**config.mk**
```make
export PLATFORM = sky130hd
export DESIGN_NAME = gamepad_reader
export DESIGN_NICKNAME = d
export VERILOG_FILES = /design/src/rtl/gamepad_reader.sv
export SDC_FILE = /design/constraint.sdc
export NUM_CORES = 1
export LEC_CHECK = 0
export BUFFER_PORTS_ARGS = -buffer_cell sky130_fd_sc_hd__buf_2
export CAP_MARGIN = 20
export CELL_PAD_IN_SITES_DETAIL_PLACEMENT = 0
export CELL_PAD_IN_SITES_GLOBAL_PLACEMENT = 1
export CORE_ASPECT_RATIO = 1.75
export CORE_MARGIN = 4
export CORE_UTILIZATION = 52
export CTS_CLUSTER_SIZE = 12
export DETAILED_ROUTE_END_ITERATION = 8
export PLACE_DENSITY_LB_ADDON = 0.1
export SLEW_MARGIN = 10
export SYNTH_ARGS = -nofsm -noshare
export SYNTH_HDL_FRONTEND = slang
export SYNTH_SLANG_ARGS = --single-unit
```
**constraint.sdc**
```tcl
create_clock -name Clock -period 7.3 [get_ports Clock]
set_clock_uncertainty 0.2 [all_clocks]
set_input_delay 2.19 -clock Clock [delete_from_list [all_inputs] [get_ports Clock]]
set_output_delay 2.19 -clock Clock [all_outputs]
set_load 0.005 [all_outputs]
```
**src/rtl/gamepad_reader.sv**
```systemverilog
// NES-style serial gamepad poller: drives GLatch/GPulse, samples the
// synchronised data line, and publishes the 8 buttons atomically per frame.
module gamepad_reader #(
  parameter int LATCH_CYCLES = 300,
  parameter int HALF_CYCLES  = 150,
  parameter int POLL_CYCLES  = 416667
) (
  input  logic       Clock,
  input  logic       Reset,
  input  logic       GamePadData,
  output logic       GLatch,
  output logic       GPulse,
  output logic [7:0] GamePad,
  output logic       Update
);

  localparam int PH_MAX = (LATCH_CYCLES > HALF_CYCLES) ? LATCH_CYCLES : HALF_CYCLES;
  localparam int PHW    = (PH_MAX > 1) ? $clog2(PH_MAX) : 1;
  localparam int PW     = (POLL_CYCLES > 1) ? $clog2(POLL_CYCLES) : 1;

  localparam logic [PHW-1:0] LATCH_LAST = PHW'(LATCH_CYCLES - 1);
  localparam logic [PHW-1:0] HALF_LAST  = PHW'(HALF_CYCLES - 1);
  localparam logic [PW-1:0]  POLL_LAST  = PW'(POLL_CYCLES - 1);

  localparam logic [1:0] IDLE  = 2'd0;
  localparam logic [1:0] LATCH = 2'd1;
  localparam logic [1:0] LOW   = 2'd2;
  localparam logic [1:0] HIGH  = 2'd3;

  logic [1:0]     state;
  logic [1:0]     sync;
  logic [PW-1:0]  poll;
  logic [PHW-1:0] phase;
  logic [2:0]     k;
  logic [6:0]     sr;

  always_ff @(posedge Clock or posedge Reset) begin
    if (Reset) begin
      state   <= IDLE;
      sync    <= 2'b11;
      poll    <= '0;
      phase   <= '0;
      k       <= '0;
      sr      <= '0;
      GLatch  <= 1'b0;
      GPulse  <= 1'b0;
      GamePad <= 8'h00;
      Update  <= 1'b0;
    end else begin
      sync   <= {sync[0], GamePadData};
      Update <= 1'b0;
      // Poll counter free-runs; reload below on the GLatch rising edge wins
      if (poll != '0) poll <= poll - 1'b1;
      case (state)
        IDLE: begin
          if (poll == '0) begin
            state  <= LATCH;
            GLatch <= 1'b1;
            poll   <= POLL_LAST;
            phase  <= LATCH_LAST;
          end
        end
        LATCH: begin
          if (phase == '0) begin
            state  <= LOW;
            GLatch <= 1'b0;
            phase  <= HALF_LAST;
            k      <= '0;
          end else begin
            phase <= phase - 1'b1;
          end
        end
        LOW: begin
          if (phase == '0) begin
            // Bits arrive A first; shifting right leaves bit 0 = A after 7 shifts
            if (k == 3'd7) begin
              state   <= IDLE;
              GamePad <= ~{sync[1], sr};
              Update  <= 1'b1;
            end else begin
              sr     <= {sync[1], sr[6:1]};
              state  <= HIGH;
              GPulse <= 1'b1;
              phase  <= HALF_LAST;
            end
          end else begin
            phase <= phase - 1'b1;
          end
        end
        default: begin
          if (phase == '0) begin
            state  <= LOW;
            GPulse <= 1'b0;
            k      <= k + 1'b1;
            phase  <= HALF_LAST;
          end else begin
            phase <= phase - 1'b1;
          end
        end
      endcase
    end
  end

endmodule

```
# After elaboration in Yosys (flattened, before gate mapping)
# Cells that the tools add are included.
# Widths: inputs -> output; s select.
[word_totals]
register_bits = 53
latchBits = 0
mem_bits_rw = 0
romBits = 0
in_bits = 3
out_inout_bits = 11
elab_cells = 65
n_memories = 0
[classes]
addsub = 3
mul = 0
div = 0
n_lt_le_gt_ge = 0
eq_ne = 8
shifts = 0
muxes = 25
n_bitwise = 4
n_reduce_logical = 15
[op_table]
columns = ["op", "n"]
rows = [
  ["$mux 19", 3],
  ["$mux 9", 4],
  ["$logic_not 19->1", 1],
  ["$reduce_bool 19->1", 1],
  ["$sub 19x1->19 const B", 1],
  ["$pmux 9 s2", 1],
  ["$reduce_and 3->1", 5],
  ["$logic_not 9->1", 1],
  ["$sub 9x1->9 const B", 1],
  ["$mux 2", 4],
  ["$ne 2x2->1 const B", 4],
  ["$not 8->8", 1],
  ["$mux 1", 7],
  ["$mux 3", 2],
  ["$pmux 3 s2", 1],
  ["$pmux 1 s2", 2],
  ["$pmux 2 s2", 1],
  ["$reduce_and 2->1", 2],
  ["$reduce_bool 2->1", 2],
  ["$reduce_or 2->1", 2],
  ["$add 3x1->3 const B", 1],
  ["$eq 3x3->1 const B", 1],
  ["$ne 3x3->1 const B", 1],
  ["$not 1->1", 3],
  ["3 further kinds", 3],
]

# Depth between registers and ports, before layout
[logic_depth]
ltp_word = 4
ltp_mapped = 9
ltp_nobuf = 8

# Worst setup path after synthesis
# OpenSTA, ideal clock, no wires.
[synth_timing]
kind = "register to output"
start = "register GLatch"
end = "output port GLatch"
arrival_time_ps = 371
path_slack_ps = 4539
path_stages_with_launch = 1
path_cell_list = "dfrtp_1"
[synth_lines]
columns = ["element", "line", "source"]
rows = [
  ["start, declared", "11", "output logic GLatch,"],
  ["start signal, assigned", "45", "GLatch <= 1'b0;"],
  ["start signal, assigned", "58", "GLatch <= 1'b1;"],
  ["start signal, assigned", "66", "GLatch <= 1'b0;"],
]
# No word-level cell between the ends.

# Worst setup path after layout
[layout_timing]
start = "register GamePad[7]"
end = "output port GamePad[7]"
[layout_lines]
columns = ["element", "line", "source"]
rows = [
  ["start, declared", "13", "output logic [7:0] GamePad,"],
  ["start signal, assigned", "78", "GamePad <= ~{sync[1], sr};"],
]
# No word-level cell between the ends.

==> results_dict.tcl <==
set metrics [dict create \
    dr_total_vias 1979 \
    fin_tns_setup_ns 0 \
    drv_slew 0 \
    cts_tree "built" \
    critical-path-max-stage-delay_ns 0.40 \
    crit_path_cell_trace "buf_2" \
    port-buffer-count 13 \
    syn_inst 252 \
    insertion_delay_ns 0.31 \
    tritoncts_num_sinks 53 \
    final_core_util_pct 57.8 \
    finalSetupViolations 0 \
    post_layout_nonfiller_instances 319 \
    period_share_pct 44.1 \
    synth-seq-cells 53 \
    clock_path_buffers 2 \
    finalNetCount 273 \
    drv_cap 0 \
    vdd.ir_drop.worst_uv 160 \
    critPathBufInv 1 \
    global_route.overflow_total 0 \
    net_count_after_synthesis 261 \
    fin_total_pwr_mw 0.478 \
    grt_pass1_vias 2009 \
    seq_area_frac_synth_pct 50.0 \
    max-slew-margin-rel_pct 37.8 \
    top_signal_layer_used "met4" \
    globalplace.congestion 0.815 \
    dominant_cell_type_by_area_after_synthesis "sky130_fd_sc_hd__dfrtp_1" \
    initial_cell_density_of_the_core_pct 53.4 \
    detail_route.wirelength.met1_mm 2.21 \
    clock-root-buffer "sky130_fd_sc_hd__clkbuf_8" \
    track_usage_pct 20.4 \
    critPathMaxFanout 2 \
    critical-path-slowest-cell "sky130_fd_sc_hd__dfrtp_1" \
    critical_path_required_ns 4.91 \
    finalHoldViolations 0 \
    synthDistinctLibCells 56 \
    worst_path_dominant_cell_family "flip-flops" \
    cts.clk_slew.worst_paths_ns 0.10 \
    synth.cell_area_um2 2660 \
    cellPowerDensity_nw_per_um2 166 \
    number_of_rows_in_the_core_area 34 \
    critPathCaptureType "output pin" \
    wire_per_inst_um 17.6 \
    floorplan.die.width_um 62.1 \
    grt_first_pass_wirelength_mm 9.69 \
    numCtsBuffers 5 \
    post_route_cells_drive_above_1_share_pct 18.5 \
    yosys_warnings 0 \
    critPathKind "flop to output pin" \
    cts.repair_timing.setup_buffer_count 0 \
    fmax_ghz 0.310 \
    die_h_um 103 \
    post-route-min-period_ns 3.22 \
    drtPass1Iterations 4 \
    hold-worst-slack_ns 0.158 \
    place_inst 311 \
    htreeDepth 2 \
    grt_antenna_before_repair 0 \
    hold_buffers 0 \
    placeableCoreArea_um2 4980 \
    layout.cells.most_common_list "sky130_fd_sc_hd__dfrtp_1, sky130_fd_sc_hd__nand2_1, sky130_fd_sc_hd__o21ai_0" \
    postRouteAntennaNets 0 \
    routed_wire_length_mm 5.62 \
    yosysTopAreaCellShare_pct 48.0 \
    outcome "finished, final reports clean" \
    syn2layout_area_growth_pct 8.14 \
    drt_first_iter_violations 96 \
    synth_ff_type "sky130_fd_sc_hd__dfrtp_1" \
    synth-async-reset-ratio_pct 100 \
    static-leakage-power_nw 1.21 \
    final.setup.worst_slack_ns 4.08 \
    synth.top_cells.by_area "sky130_fd_sc_hd__dfrtp_1, sky130_fd_sc_hd__o21ai_0, sky130_fd_sc_hd__mux2_2" \
    antenna_cells_inserted 0 \
    detailroute.wirelength.met2_mm 3.08 \
    floorplan.die_area_um2 6370 \
    worstMarginPinSlew_ns 0.930 \
    synth_edf_count 0 \
    io-pin-count 14 \
    area_of_all_placed_cells_without_fillers_um2 2880 \
    routed-wl-met3_um 149 \
    crit_arrival_ns 0.83 \
    timing.critical_path.from_type "flop" \
    dpl_cell_area_um2 2780 \
    route.detailed.vias_per_inst 6.20 \
    grt_max_degree 30 \
    rsz0062_at_grt "false" \
    pre_cts_slack_ns 4.18 \
    most_common_cell_after_layout_fill_and_taps_aside "sky130_fd_sc_hd__dfrtp_1" \
    remaining_design_rule_violation_count 0 \
    detailed_place_hpwl_mm 4.18 \
    synth_area_per_cell_um2 10.6 \
    min_path_type "flop to flop" \
    cts-resized-gates 0 \
]
## path summary, 6_finish.rpt
path	startpoint	slack (ns)	cells past startpoint	end
worst max register to register	phase[1]	4.41	6	phase[4]
worst min register to register	sync[0]	0.16	0	sync[1]
max in group asynchronous	Reset	4.56	3	sync[0]
worst min-delay path	sync[0]	0.16	0	sync[1]
worst max-delay path	GamePad[7]	4.08	1	GamePad[7]
min in group asynchronous	Reset	1.73	2	poll[7]
## where the power goes
| group | internal (mW) | switching [mW] |
|---|---|---|
| sequential | 0.294 | 0.000229 |
| clock | 0.0715 | 0.105 |
| combinational | 0.00150 | 0.00585 |
| total | 0.367 | 0.111 |
## synthesized netlist by cell type, types with 3 or more instances
| cell type | number |
|---|---|
| sky130_fd_sc_hd__a211oi_1 | 8 |
| sky130_fd_sc_hd__a21oi_1 | 10 |
| sky130_fd_sc_hd__a2bb2oi_1 | 3 |
| sky130_fd_sc_hd__a31oi_1 | 4 |
| sky130_fd_sc_hd__and3_1 | 6 |
| sky130_fd_sc_hd__clkbuf_1 | 9 |
| sky130_fd_sc_hd__dfrtp_1 | 51 |
| sky130_fd_sc_hd__ha_1 | 6 |
| sky130_fd_sc_hd__inv_1 | 7 |
| sky130_fd_sc_hd__mux2_2 | 8 |
| sky130_fd_sc_hd__nand2_1 | 22 |
| sky130_fd_sc_hd__nand3_1 | 4 |
| sky130_fd_sc_hd__nand4_1 | 7 |
| sky130_fd_sc_hd__nor2_1 | 14 |
| sky130_fd_sc_hd__nor3_1 | 10 |
| sky130_fd_sc_hd__nor3b_1 | 3 |
| sky130_fd_sc_hd__nor4_1 | 5 |
| sky130_fd_sc_hd__nor4b_1 | 3 |
| sky130_fd_sc_hd__o21ai_0 | 18 |
| sky130_fd_sc_hd__or4_1 | 4 |
| sky130_fd_sc_hd__xnor2_1 | 3 |
| sky130_fd_sc_hd__xor2_1 | 4 |
## final cells by class
| class | count | area [um2] |
|---|---|---|
| Fill cell | 470 | 2100 |
| Tap cell | 54 | 67.6 |
| Inverter | 7 | 26.3 |
| Sequential cell | 53 | 1330 |
| Multi-Input combinational cell | 182 | 1260 |
| Clock buffer | 5 | 68.8 |
| Clock inverter | 3 | 26.3 |
| Timing Repair Buffer | 15 | 92.6 |
## kinds of logic after synthesis
kind of cell    synth area share (%)
xor+xnor                        2.31
flops                           50.0
mux                             4.14
fa+ha+maj                       2.82
compound gates                  14.1
simple gates                    24.2
buf+inv                         2.45
## flip-flops by register name, summed over array words and instances (netlist names)
register and flops:
poll 19, Update 1, k 3, sync 2
GPulse 1, GLatch 1, GamePad 8, phase 9
sr 7, state 2
## layer usage
metal	GRT usage, %	vias up
met5	0	-
met4	8.33	0
met3	3.01	16
li1	-	968
met1	24.3	962
met2	35.5	33
(Power assumes the default switching activity.)
